### src/rtl/lpm_tbl_ctrl.sv
// Sequencing controller for the LPM route table port: serialises host reads/writes,
// runs a hardware flush of every entry, and bounds each table transaction with an ack timeout.
module lpm_tbl_ctrl #(
  parameter int C_S_AXI_DATA_WIDTH = 32,
  parameter int TBL_ADDR_WIDTH = 5,
  parameter int TBL_DEPTH = 32,
  parameter int ACK_TIMEOUT = 15,
  parameter logic [4*C_S_AXI_DATA_WIDTH-1:0] FLUSH_VALUE = {(4*C_S_AXI_DATA_WIDTH){1'b1}}
) (
  input  logic                            AXI_ACLK,
  input  logic                            AXI_RESETN,
  input  logic                            host_rd_req,
  input  logic                            host_wr_req,
  input  logic [TBL_ADDR_WIDTH-1:0]       host_addr,
  input  logic [4*C_S_AXI_DATA_WIDTH-1:0] host_wr_data,
  output logic [4*C_S_AXI_DATA_WIDTH-1:0] host_rd_data,
  output logic                            host_done,
  output logic                            host_err,
  output logic                            host_busy,
  input  logic                            flush_start,
  output logic                            flush_busy,
  output logic                            flush_done,
  output logic                            tbl_rd_req,
  output logic                            tbl_wr_req,
  output logic [TBL_ADDR_WIDTH-1:0]       tbl_rd_addr,
  output logic [TBL_ADDR_WIDTH-1:0]       tbl_wr_addr,
  output logic [4*C_S_AXI_DATA_WIDTH-1:0] tbl_wr_data,
  input  logic [4*C_S_AXI_DATA_WIDTH-1:0] tbl_rd_data,
  input  logic                            tbl_rd_ack,
  input  logic                            tbl_wr_ack,
  output logic [31:0]                     timeout_count
);

  localparam int EW = 4 * C_S_AXI_DATA_WIDTH;
  localparam int TW = (ACK_TIMEOUT < 2) ? 1 : $clog2(ACK_TIMEOUT);
  localparam logic [TW-1:0] TMR_LAST = TW'(ACK_TIMEOUT - 1);
  localparam logic [TBL_ADDR_WIDTH-1:0] CNT_LAST = TBL_ADDR_WIDTH'(TBL_DEPTH - 1);

  typedef enum logic [2:0] {
    IDLE     = 3'd0,
    ISSUE    = 3'd1,
    WAIT     = 3'd2,
    FL_ISSUE = 3'd3,
    FL_WAIT  = 3'd4
  } state_t;

  state_t                    state_q, state_d;
  logic                      op_wr_q, op_wr_d;
  logic [TBL_ADDR_WIDTH-1:0] addr_q, addr_d;
  logic [EW-1:0]             data_q, data_d;
  logic [EW-1:0]             rd_data_q, rd_data_d;
  logic [TW-1:0]             timer_q, timer_d;
  logic [TBL_ADDR_WIDTH-1:0] cnt_q, cnt_d;
  logic                      adv_q, adv_d;
  logic                      pend_q, pend_d;
  logic                      done_q, done_d;
  logic                      err_q, err_d;
  logic                      fdone_q, fdone_d;
  logic [31:0]               tocnt_q, tocnt_d;

  logic in_flush;
  logic host_acc;
  logic fl_acc;
  logic ack_match;
  logic to_hit;

  assign in_flush   = (state_q == FL_ISSUE) || (state_q == FL_WAIT);
  assign flush_busy = pend_q || in_flush;
  assign host_busy  = (state_q == ISSUE) || (state_q == WAIT) || done_q || flush_busy;
  assign host_acc   = (state_q == IDLE) && !host_busy && (host_wr_req || host_rd_req);
  assign fl_acc     = flush_start && !flush_busy;
  assign ack_match  = op_wr_q ? tbl_wr_ack : tbl_rd_ack;

  always_comb begin
    state_d   = state_q;
    op_wr_d   = op_wr_q;
    addr_d    = addr_q;
    data_d    = data_q;
    rd_data_d = rd_data_q;
    timer_d   = timer_q;
    cnt_d     = cnt_q;
    adv_d     = adv_q;
    pend_d    = pend_q;
    done_d    = 1'b0;
    err_d     = 1'b0;
    fdone_d   = 1'b0;
    to_hit    = 1'b0;
    case (state_q)
      IDLE: begin
        if (host_acc) begin
          // A simultaneous write and read collapses to the write.
          op_wr_d = host_wr_req;
          addr_d  = host_addr;
          data_d  = host_wr_data;
          state_d = ISSUE;
          if (fl_acc) pend_d = 1'b1;
        end else if (fl_acc || pend_q) begin
          pend_d  = 1'b0;
          cnt_d   = '0;
          state_d = FL_ISSUE;
        end
      end
      ISSUE: begin
        if (fl_acc) pend_d = 1'b1;
        timer_d = '0;
        state_d = WAIT;
      end
      WAIT: begin
        if (fl_acc) pend_d = 1'b1;
        if (ack_match) begin
          if (!op_wr_q) rd_data_d = tbl_rd_data;
          done_d  = 1'b1;
          state_d = IDLE;
        end else if (timer_q == TMR_LAST) begin
          done_d  = 1'b1;
          err_d   = 1'b1;
          to_hit  = 1'b1;
          state_d = IDLE;
        end else begin
          timer_d = timer_q + TW'(1);
        end
      end
      FL_ISSUE: begin
        timer_d = '0;
        adv_d   = 1'b0;
        state_d = FL_WAIT;
      end
      FL_WAIT: begin
        // adv_q marks the step cycle after an entry resolved (ack or timeout).
        if (adv_q) begin
          adv_d = 1'b0;
          if (cnt_q == CNT_LAST) begin
            fdone_d = 1'b1;
            state_d = IDLE;
          end else begin
            cnt_d   = cnt_q + TBL_ADDR_WIDTH'(1);
            state_d = FL_ISSUE;
          end
        end else if (tbl_wr_ack) begin
          adv_d = 1'b1;
        end else if (timer_q == TMR_LAST) begin
          adv_d  = 1'b1;
          to_hit = 1'b1;
        end else begin
          timer_d = timer_q + TW'(1);
        end
      end
      default: state_d = IDLE;
    endcase
    tocnt_d = (to_hit && (tocnt_q != 32'hFFFF_FFFF)) ? tocnt_q + 32'd1 : tocnt_q;
  end

  always_ff @(posedge AXI_ACLK or negedge AXI_RESETN) begin
    if (!AXI_RESETN) begin
      state_q   <= IDLE;
      op_wr_q   <= 1'b0;
      addr_q    <= '0;
      data_q    <= '0;
      rd_data_q <= '0;
      timer_q   <= '0;
      cnt_q     <= '0;
      adv_q     <= 1'b0;
      pend_q    <= 1'b0;
      done_q    <= 1'b0;
      err_q     <= 1'b0;
      fdone_q   <= 1'b0;
      tocnt_q   <= '0;
    end else begin
      state_q   <= state_d;
      op_wr_q   <= op_wr_d;
      addr_q    <= addr_d;
      data_q    <= data_d;
      rd_data_q <= rd_data_d;
      timer_q   <= timer_d;
      cnt_q     <= cnt_d;
      adv_q     <= adv_d;
      pend_q    <= pend_d;
      done_q    <= done_d;
      err_q     <= err_d;
      fdone_q   <= fdone_d;
      tocnt_q   <= tocnt_d;
    end
  end

  assign host_rd_data  = rd_data_q;
  assign host_done     = done_q;
  assign host_err      = err_q;
  assign flush_done    = fdone_q;
  assign timeout_count = tocnt_q;
  assign tbl_rd_req    = (state_q == ISSUE) && !op_wr_q;
  assign tbl_wr_req    = ((state_q == ISSUE) && op_wr_q) || (state_q == FL_ISSUE);
  assign tbl_rd_addr   = addr_q;
  assign tbl_wr_addr   = in_flush ? cnt_q : addr_q;
  assign tbl_wr_data   = in_flush ? FLUSH_VALUE : data_q;

endmodule

### config.mk
export PLATFORM = sky130hd
export DESIGN_NAME = lpm_tbl_ctrl
export DESIGN_NICKNAME = d
export VERILOG_FILES = /design/src/rtl/lpm_tbl_ctrl.sv
export SDC_FILE = /design/constraint.sdc
export NUM_CORES = 1
export LEC_CHECK = 0
export CELL_PAD_IN_SITES_DETAIL_PLACEMENT = 2
export CELL_PAD_IN_SITES_GLOBAL_PLACEMENT = 2
export CORE_UTILIZATION = 27
export CTS_CLUSTER_DIAMETER = 150
export DETAILED_ROUTE_END_ITERATION = 16
export PLACE_DENSITY_LB_ADDON = 0.08
export SLEW_MARGIN = 30
export SYNTH_ARGS = -nofsm -noshare
export SYNTH_HDL_FRONTEND = slang
export SYNTH_SLANG_ARGS = --single-unit
export TNS_END_PERCENT = 1
### constraint.sdc
create_clock -name AXI_ACLK -period 2.4 [get_ports AXI_ACLK]
set_input_delay 0.24 -clock AXI_ACLK [delete_from_list [all_inputs] [get_ports AXI_ACLK]]
set_output_delay 0.24 -clock AXI_ACLK [all_outputs]
set_load 0.05 [all_outputs]
---- After elaboration in Yosys (flattened, before gate mapping) ----
Index checks and enable logic that the tools add are counted.
cells by class
  add/subtract/negate cells ............... 3
  equality and inequality tests ........... 16
  multiplexer cells ....................... 38
  bitwise gates (word level) .............. 1
  reductions and logical operators ........ 30
operator list
  operator                                             number
  two-way mux 128 bit                                  1
  adder 32 x 1 -> 32 bit, second input constant        1
  != test 32 bit, second input constant                1
  two-way mux 5 bit                                    5
  two-way mux 1 bit                                    16
  two-way mux 4 bit                                    4
  two-way mux 3 bit                                    5
  case mux 3 bit (5 select lines)                      1
  != test 2 bit, second input constant                 6
  case mux 4 bit (3 select lines)                      1
  case mux 5 bit (2 select lines)                      1
  logical OR 1 bit                                     8
  equality test 3 x 2 -> 1 bit, second input constant  2
  logical AND 1 bit                                    6
  != test 3 x 2 -> 1 bit, second input constant        2
  case mux 1 bit (2 select lines)                      3
  AND reduction 3 bit                                  2
  nonzero test 2 bit                                   3
  adder 5 x 1 -> 5 bit, second input constant          1
  equality test 5 bit, second input constant           1
  AND reduction 5 bit                                  1
  adder 4 x 1 -> 4 bit, second input constant          1
  equality test 4 bit, second input constant           1
  AND reduction 2 bit                                  2
  other kinds (10)                                     13
word-level totals
  flip-flop bits (word level) ............. 311
  input port bits ......................... 268
  output and inout bits ................... 305
  word-level logic and storage cells ...... 101

---- Longest topological paths before layout ----
Gate-level depths: netlist of run 1.
  word-level depth ........................ 9
  depth in mapped cells ................... 8
  mapped depth without buffers ............ 8

---- Worst setup path before layout of run 1 ----
Ideal clock, no wire load.
  path kind ............................... reg-to-reg
  from .................................... register tocnt_q[18], in the netlist timeout_count[18]
  to ...................................... register tocnt_q[1], in the netlist timeout_count[1]
  setup time .............................. 0.128 ns
  arrival ................................. 2.180 ns
  data required time ...................... 2.272 ns
  path slack .............................. 0.092 ns
  cell stages (with the launch flop) ...... 7
  path buffers ............................ 1
  period minus slack after synthesis ...... 2.308 ns
  cells stage by stage .................... dfrtp_1 -> nand4_2 -> or4_1 -> buf_2 -> nand3b_4 -> nand2_2 -> mux2_1
between the ends
  longest elaborated chain between the ends .. 2
ends and longest elaborated chain
  item                    line  RTL
  start, declared         59    logic [31:0] tocnt_q, tocnt_d;
  start signal, assigned  181   tocnt_q <= tocnt_d;
  != test 32 bit          150   tocnt_d = (to_hit && (tocnt_q != 32'hFFFF_FFFF)) ? tocnt_q + 32'd1 : tocnt_q;
  logical AND 1 bit       150
No other way between the ends.
A chain may end at the register's enable or synchronous reset.

---- Worst setup path after layout of run 1 ----
  from .................................... register state_q[1]
  to ...................................... output port tbl_wr_data[51]
between the ends
  longest elaborated chain between the ends .. 3
  elaborated cells between the ends (all ways) .. 4
  those cells by class .................... eq/ne (2); mux (1); reduce/logical (1)
ends and longest elaborated chain
  item                                                                 line  RTL
  start, declared                                                      47    state_t state_q, state_d;
  start signal, assigned                                               169   state_q <= state_d;
  equality test 3 x 2 -> 1 bit or equality test 3 bit (tied branches)  67    assign in_flush = (state_q == FL_ISSUE) || (state_q == FL_WAIT);
  logical OR 1 bit (*)                                                 67
  two-way mux 128 bit (*)                                              194   assign tbl_wr_data = in_flush ? FLUSH_VALUE : data_q;
  end, declared                                                        27    output logic [4*C_S_AXI_DATA_WIDTH-1:0] tbl_wr_data,
Every way passes the cells marked *; elsewhere a longest branch is shown, timed or not.

==> results of run 1 <==
state kept, by name (all words and copies together) (netlist names):
signal and flops:
pend_q 1, flush_done 1, timer_q 4, op_wr_q 1, host_err 1, host_rd_data 128, adv_q 1, cnt_q 5
host_done 1, timeout_count 32, state_q 3, tbl_rd_addr 5, data_q 128
Yosys cell counts, types with 2 or more instances:
cell type	number	area, um2
o21ai_1	2	10.0
and3_1	7	43.8
inv_1	5	18.8
nor4_2	2	25.0
nand3b_1	2	15.0
a31oi_1	6	37.5
xnor2_1	11	96.3
nand3_1	22	110
or4_1	2	15.0
nor2b_1	2	12.5
nand2b_1	2	12.5
nand2_1	26	97.6
buf_2	19	95.1
clkbuf_1	13	48.8
mux2_1	9	101
dfrtp_1	311	7780
nor3_2	4	40.0
ha_1	5	62.6
buf_6	12	135
xor2_1	19	166
o21ai_0	12	60.1
mux2i_1	2	20.0
or2_2	131	820
or3b_1	2	17.5
nand4_1	8	50.1
buf_4	5	37.5
nor3_1	13	65.1
nor2_1	22	82.6
nor2_2	3	18.8
mux2_2	262	2950
layer usage:
| metal | track usage | routed length, um | part of all wire |
|---|---|---|---|
| met1 | 0.223 | 19600 | 0.37 |
| met2 | 0.361 | 27300 | 0.52 |
| met4 | 0.0815 | 1500 | 0.028 |
| met5 | 0 | 44 | 0.00083 |
| met3 | 0.0795 | 4400 | 0.083 |
kinds of logic (layout without fill, tap and decap cells):
family / after synthesis / count (layout)
other: 0 / 12
buffers and inverters: 55 / 708
flip-flops: 311 / 311
AO/OA/AOI/OAI: 30 / 30
multiplexers: 273 / 273
AND/OR/NAND/NOR: 261 / 261
XOR/XNOR: 30 / 30
adder cells (fa/ha/maj): 5 / 5
timing repair:
item,CTS,global route
pin swaps,2,5
cloned,2,6
hold endpoints to repair,54,0
setup buffers,5,2
gates resized for setup,27,50
hold buffers,1,0
endpoints found under the setup margin,135,135
worst paths after layout:
path	from	to	slack, ns	cells after the start
hold / removal	AXI_RESETN	data_q[33]$_DFFE_PN0P_	0.24	2
setup reg to reg	state_q[1]$_DFFE_PN0P_	timeout_count[16]$_DFFE_PN0P_	0.13	7
max in group asynchronous	AXI_RESETN	data_q[1]$_DFFE_PN0P_	1.30	3
hold reg to reg	host_rd_data[106]$_DFFE_PN0P_	host_rd_data[106]$_DFFE_PN0P_	0.50	1
setup / recovery	state_q[1]$_DFFE_PN0P_	tbl_wr_data[51]	-0.05	6
min in group AXI_ACLK	tbl_rd_data[94]	host_rd_data[94]$_DFFE_PN0P_	0.28	2
final cells by class:
class / count / area [um2]
clock inverters: 9 / 101
well taps: 656 / 821
clock buffers: 61 / 1180
repair buffers: 633 / 7820
diodes: 12 / 30.0
multi-input cells: 599 / 5330
inverters: 5 / 18.8
flip-flops and latches: 311 / 7780
fillers: 4659 / 25100
stage by stage:
step	setup WS [ns]	TNS [ns]	cell area (um2)	cells	utilization
finish	-0.0476	-1.47	23100	2286	0.479
global route	-0.118	-8.72	23100	2284	0.479
CTS	-0.0906	-7.36	22800	2266	0.474
detailed placement	0.204	0	21300	2188	0.443
global placement	0.251	0	21300	2188	0.443
floorplan	0.0920	0	13300	965	-
critical path, stage by stage (launching register included):
cell and delay [ns]:
dfrtp_1 0.41, or3b_4 0.41, o21ai_4 0.14, clkbuf_16 0.25, buf_6 0.15, or2_2 0.15, buf_12 0.14
==> reports/summary.txt, run 1 <==
Remaining Overflow, GRT: 0
xor/xnor cell area share of the yosys netlist: 0.0198
hold_ws: 0.243 ns
initial antenna violation count: 16
Fmax: 409 MHz
die footprint: 0.0501 mm2
Max FO, Critical Path: 7
top_reg_cell synth: dfrtp_1
Final Skew: 0.0156 ns
Initial Util: 0.276
Num CTS Buffers: 39
Crit path required time: 2.16 ns
number of synthesized flops with an enable pin: 0
vias: 10300
Arrival @ worst endpoint: 2.21 ns
MaxCap Viol Count: 0
Critical Path Sink Type: output port
fin nets: 1862
status: complete, but fails checks
core area: 0.0481 mm2
Max-Slew Margin vs Limit: 0.532
DP HPWL: 40.0 mm
Net Count, Synth: 1238
adder-cell area share of the yosys netlist: 0.00471
Worst Hold Class: input port to asynchronous set/reset pin
Crit Path Category: flop to output port
sequential area share after synthesis: 0.586
Setup-failing EPs final: 62
Warnings, synthesis: 0
actual slew at the worst max-slew pin: 0.699 ns
Avg Inst Size Synth: 13.8 um2
simple-gate portion of the synthesized area: 0.117
DRC viols: 0
Max Slew Vio Count: 0
clk slew on worst S/H paths: 0.06 ns
Syn Std Cell Area: 0.0133 mm2
PortBufs: 572
fraction of layout instances using a drive strength above 1: 0.415
drt first-iter violations: 282
post-route clock period utilization: 1.02
Core Rows: 80
failing checks: setup timing
commonest non-fill, non-tap cells in the layout: clkdlybuf4s50_1 (434), dfrtp_1 (311), mux2_2 (257)
worst-skew pair later-pin latency: 0.55 ns
multiplexer share of the synthesized area: 0.231
most common cell after layout, fill and taps aside: clkdlybuf4s50_1
htree depth: 2
Die Width: 224 um
first-pass GRT wire length: 76.5 mm
crit path time final: 2.45 ns
gr usage total: 0.206
Post-Synthesis Cells: 965
Die Ht: 224 um
kind of start point of the critical path: flop
Unique masters post-synth: 54
vias in the first global route: 11700
post-synthesis register bit count: 311
Detailed Routing Iterations Pass 1: 4
# clock sinks: 311
area grow syn2layout: 73.7%
pin count of the biggest net entering global routing: 66
Via density: 4.52
Final Wtd Congestion: 0.774
clk buf depth: 3
# IOs: 573
post-route ant nets: 0
Total Wirelength: 52.9 mm
Synth Area in Compound Gates: 0.0162
routed len/inst: 23.1 um
CTS tree: yes
largest family of logic cells by synthesized area: multiplexers
Final Hold Vio Count: 0
setup ws final: -0.0476 ns
asr flop ratio synth: 1.00
RSZ-0062 raised after global routing: yes
clk root buf: clkbuf_16
Power of run 1 is not shown: default switching activity piles up to over one toggle a cycle in this logic, so the estimate is an artifact.
==> run 2: changes to the inputs <==
CELL_PAD_IN_SITES_DETAIL_PLACEMENT = 1   (was 2)
CELL_PAD_IN_SITES_GLOBAL_PLACEMENT = 1   (was 2)
CORE_AREA = 2 2 223 225   (was unset)
CORE_UTILIZATION = unset   (was 27)
DIE_AREA = 0 0 225 227   (was unset)
GPL_ROUTABILITY_DRIVEN = 0   (was unset)
==> reports/summary.txt, run 2 (synthesis gave the netlist of run 1 again) <==
Initial Util: 0.274 (-0.00227)
Num CTS Buffers: 40 (+2.6%)
failing checks: setup timing
setup TNS: -1.15 ns (+0.321 ns)
Max Slew Vio Count: 0 (unchanged)
vias: 10000 (-3.1%)
actual slew at the worst max-slew pin: 0.623 ns (-0.0767 ns)
Detailed Routing Iterations Pass 1: 4 (unchanged)
Slowest cell on crit path: or3b_4
commonest non-fill, non-tap cells in the layout: clkdlybuf4s50_1 (434), dfrtp_1 (311), mux2_2 (262)
area of the multi-input gates: 0.00523 mm2 (-1.9%)
PortBufs: 572 (unchanged)
Critical Path Sink Type: output port
area grow syn2layout: 71.1%
initial antenna violation count: 5 (-11)
Final Hold Vio Count: 0 (unchanged)
fin nets: 1851 (-0.59%)
Worst Hold Class: input port to asynchronous set/reset pin
Total Wirelength: 48.6 mm (-8.1%)
Remaining Overflow, GRT: 0 (unchanged)
drt first-iter violations: 321 (+14%)
pin count of the biggest net entering global routing: 57 (-14%)
htree depth: 2 (unchanged)
DP HPWL: 36.6 mm (-8.3%)
Die Width: 225 um (+0.53%)
core area: 0.0485 mm2 (+0.83%)
# IOs: 573 (unchanged)
die footprint: 0.0511 mm2 (+2.0%)
CTS tree: yes
post-route ant nets: 0 (unchanged)
Max FO, Critical Path: 6 (-1)
gr usage total: 0.187 (-0.0194)
routed len/inst: 21.8 um (-5.7%)
placed cells: 2148 (-1.8%)
most common cell after layout, fill and taps aside: clkdlybuf4s50_1
Crit path required time: 2.16 ns (about the same)
Core Rows: 81 (+1.3%)
CP cell instances: or3b_4, o21ai_4, buf_12, mux2_2, buf_6
fill count: 4952 (+6.3%)
RSZ-0062 raised after global routing: yes
Register Area: 0.00778 mm2 (unchanged)
Max-Slew Margin vs Limit: 0.584 (+0.0513)
# clock sinks: 311 (unchanged)
fraction of layout instances using a drive strength above 1: 0.407 (-0.00735)
MaxCap Viol Count: 0 (unchanged)
Crit Path Category: flop to output port
hold_ws: 0.244 ns (+0.000611 ns)
Via density: 4.49 (-0.62%)
DRC viols: 0 (unchanged)
Arrival @ worst endpoint: 2.19 ns (-0.02 ns)
kind of start point of the critical path: flop
setup ws final: -0.0342 ns (+0.0134 ns)
Die Ht: 227 um (+1.4%)
status: complete, but fails checks
post-route clock period utilization: 1.01 (-0.00556)
clk root buf: clkbuf_16
Setup-failing EPs final: 67 (+8.1%)
CP max stage delay: 0.43 ns (+0.02 ns)
vias in the first global route: 10700 (-8.1%)
clk slew on worst S/H paths: 0.06 ns (about the same)
Finished Layout Cells: 2229 (-2.5%)
clk buf depth: 3 (unchanged)
Final Skew: 0.0162 ns (+0.000667 ns)
worst-skew pair later-pin latency: 0.54 ns (about the same)
crit path time final: 2.43 ns (-0.0134 ns)
Fmax: 411 MHz (+0.55%)
first-pass GRT wire length: 70.8 mm (-7.5%)
## run 2: changes by cell type in the layout (fill, tap and decap cells not counted), sizes merged
cell	previous run	this run
clkinv	6	1
buf	194	185
inv	6	5
o21ai	14	15
bufinv	2	1
diode	12	4
## run 2: what timing repair did
item                                    4_1_cts  5_1_grt
pin swaps                                     3        0
endpoints found under the setup margin      134      127
gates resized for setup                      22        4
endpoints found under the hold margin        47        0
buffers inserted                              5        0
gates cloned                                  4        0
hold buffers                                  1        0
## run 2: worst max-delay path: cells and delay by family, from the launching register on
family          cells  cell delay, ns
compound gates      1            0.14
buf+inv             2            0.34
mux                 1            0.35
simple gates        1            0.43
flops               1            0.40
## run 2: final cells by class
type,instances,share of cell area
clock buffer,65,0.0526
tap,622,0.0342
multi-input combinational,600,0.230
inverter,5,0.000826
sequential,311,0.342
clock inverter,2,0.00154
antenna,4,0.000440
timing repair buffer,620,0.338
## run 2: final timing paths
path	from	to	slack [ns]	depth (start not counted)
min in group AXI_ACLK	tbl_rd_data[8]	host_rd_data[8]$_DFFE_PN0P_	0.30	2
worst min-delay path	AXI_RESETN	data_q[50]$_DFFE_PN0P_	0.24	2
worst max register to register	state_q[1]$_DFFE_PN0P_	timeout_count[16]$_DFFE_PN0P_	0.18	6
max in group asynchronous	AXI_RESETN	data_q[8]$_DFFE_PN0P_	1.42	3
worst min register to register	host_rd_data[10]$_DFFE_PN0P_	host_rd_data[10]$_DFFE_PN0P_	0.49	1
worst max-delay path	state_q[1]$_DFFE_PN0P_	tbl_wr_addr[2]	-0.03	5
## run 2: through the flow
step	utilization	instance area [um2]	setup slack [ns]
after detailed placement	0.438	21200	0.186
after global routing	0.468	22700	-0.119
final	0.468	22700	-0.0342
after floorplan	-	13300	0.0920
after CTS	0.468	22700	-0.0695
after global placement	0.438	21200	0.197
## run 2: layer usage
metal / global-route usage / up-vias / part of all wire
met5: 0 / - / 0.00056
met4: 0.0647 / 4 / 0.031
met3: 0.0524 / 77 / 0.064
met2: 0.326 / 297 / 0.51
met1: 0.222 / 5067 / 0.39
li1: - / 4567 / -
Power of run 2 is left out for the same reason.
==> run 3: changes to the inputs <==
CORE_AREA = 2 2 226 228   (was 2 2 223 225)
CTS_BUF_LIST = sky130_fd_sc_hd__clkbuf_8   (was unset)
DIE_AREA = 0 0 228 230   (was 0 0 225 227)
==> reports/summary.txt, run 3 (synthesis gave the netlist of run 1 again) <==
Core Rows: 82 (+1.2%)
area of the multi-input gates: 0.00533 mm2 (+2.1%)
DP HPWL: 36.6 mm (about the same)
post-route clock period utilization: 1.04 (+0.0241)
kind of start point of the critical path: flop
fin nets: 1871 (+1.1%)
Die Width: 228 um (+1.3%)
# IOs: 573 (unchanged)
Die Ht: 230 um (+1.3%)
vias: 10100 (+0.47%)
worst-skew pair later-pin latency: 0.64 ns (+0.10 ns)
clk buf depth: 3 (unchanged)
area grow syn2layout: 72.3%
first-pass GRT wire length: 73.4 mm (+3.7%)
failing checks: setup timing
vias in the first global route: 11200 (+4.7%)
PortBufs: 572 (unchanged)
most common cell after layout, fill and taps aside: clkdlybuf4s50_1
initial antenna violation count: 5 (unchanged)
clk root buf: clkbuf_8
Max FO, Critical Path: 8 (+2)
Detailed Routing Iterations Pass 1: 4 (unchanged)
Total Wirelength: 49.0 mm (+0.88%)
Finished Core Util: 0.459 (-0.00924)
placed cells: 2197 (+2.3%)
status: complete, but fails checks
hold_ws: 0.118 ns (-0.126 ns)
Finished Layout Cells: 2321 (+4.1%)
pin count of the biggest net entering global routing: 69 (+21%)
Arrival @ worst endpoint: 2.25 ns (+0.06 ns)
DRC viols: 0 (unchanged)
Num CTS Buffers: 59 (+48%)
Register Area: 0.00778 mm2 (unchanged)
crit path time final: 2.49 ns (+0.0577 ns)
Fmax: 401 MHz (-2.3%)
# clock sinks: 311 (unchanged)
Crit path required time: 2.16 ns (about the same)
gr usage total: 0.185 (-0.00154)
MaxCap Viol Count: 0 (unchanged)
htree depth: 2 (unchanged)
Final Hold Vio Count: 0 (unchanged)
RSZ-0062 raised after global routing: yes
Setup-failing EPs final: 121 (+81%)
fill count: 5158 (+4.2%)
die footprint: 0.0524 mm2 (+2.7%)
drt first-iter violations: 286 (-11%)
fraction of layout instances using a drive strength above 1: 0.416 (+0.00870)
Final Skew: 0.0280 ns (+0.0118 ns)
post-route ant nets: 0 (unchanged)
Max-Slew Margin vs Limit: 0.522 (-0.0618)
core area: 0.0499 mm2 (+2.7%)
Crit Path Category: flop to output port
Via density: 4.33 (-3.5%)
setup ws final: -0.0919 ns (-0.0577 ns)
clk slew on worst S/H paths: 0.06 ns (about the same)
routed len/inst: 21.1 um (-3.1%)
dpl ws: 0.111 ns (-0.0752 ns)
Worst Hold Class: input port to asynchronous set/reset pin
commonest non-fill, non-tap cells in the layout: clkdlybuf4s50_1 (434), dfrtp_1 (311), mux2_2 (257)
Initial Util: 0.266 (-0.00723)
Max Slew Vio Count: 0 (unchanged)
actual slew at the worst max-slew pin: 0.715 ns (+0.0924 ns)
Remaining Overflow, GRT: 0 (unchanged)
CTS tree: yes
Critical Path Sink Type: output port
run 3: cell count changes in the layout (fill, tap and decap cells not counted), sizes merged:
cell and change:
inv +28, clkbuf +13, clkinv +2, bufinv -1, diode +1, o21ai -1
run 3: per-layer routing:
metal  share of wire  vias up  global-route usage  routed length, um
met5               0        -                   0                  0
met1            0.39     5082               0.210              19000
met3           0.053       82              0.0459               2580
met4           0.028        0              0.0690               1370
li1                -     4608                   -                  -
met2            0.53      287               0.337              26100
run 3: path summary, 6_finish.rpt:
kind / cells past startpoint / start / slack [ns] / endpoint
min in group AXI_ACLK: 2 / tbl_rd_data[106] / 0.20 / host_rd_data[106]$_DFFE_PN0P_
setup / recovery: 5 / state_q[2]$_DFFE_PN0P_ / -0.09 / tbl_wr_addr[3]
hold / removal: 2 / AXI_RESETN / 0.12 / data_q[52]$_DFFE_PN0P_
hold reg to reg: 1 / host_rd_data[10]$_DFFE_PN0P_ / 0.49 / host_rd_data[10]$_DFFE_PN0P_
setup reg to reg: 6 / timer_q[0]$_DFFE_PN0P_ / 0.15 / timer_q[1]$_DFFE_PN0P_
max in group asynchronous: 3 / AXI_RESETN / 1.42 / host_rd_data[60]$_DFFE_PN0P_
run 3: area by class of cell:
| type | instances | area share |
|---|---|---|
| sequential | 311 | 0.340 |
| timing repair buffer | 622 | 0.338 |
| multi-input combinational | 599 | 0.233 |
| clock buffer | 76 | 0.0457 |
| tap | 672 | 0.0367 |
| clock inverter | 31 | 0.00525 |
| inverter | 5 | 0.000820 |
| antenna | 5 | 0.000547 |
run 3: metrics by stage:
step | setup TNS (ns) | area (um2)
floorplan | 0 | 13300
global placement | 0 | 21300
detailed placement | 0 | 21300
CTS | -19.10 | 22700
global route | -19.19 | 22900
finish | -5.62 | 22900
run 3: repair_timing:
action | 4_1_cts | 5_1_grt
buffers inserted | 7 | 0
pin swaps | 1 | 3
gates resized for setup | 28 | 47
hold endpoints to repair | 176 | 0
setup endpoints to repair | 136 | 138
gates cloned | 2 | 3
hold buffers | 1 | 0
run 3: critical path, cell delays in order, from the launching register on:
cell	delay (ns)
dfrtp_1	0.40
or3b_4	0.43
o21ai_4	0.12
buf_12	0.19
mux2_4	0.32
buf_8	0.15
Power of run 3 is left out for the same reason.
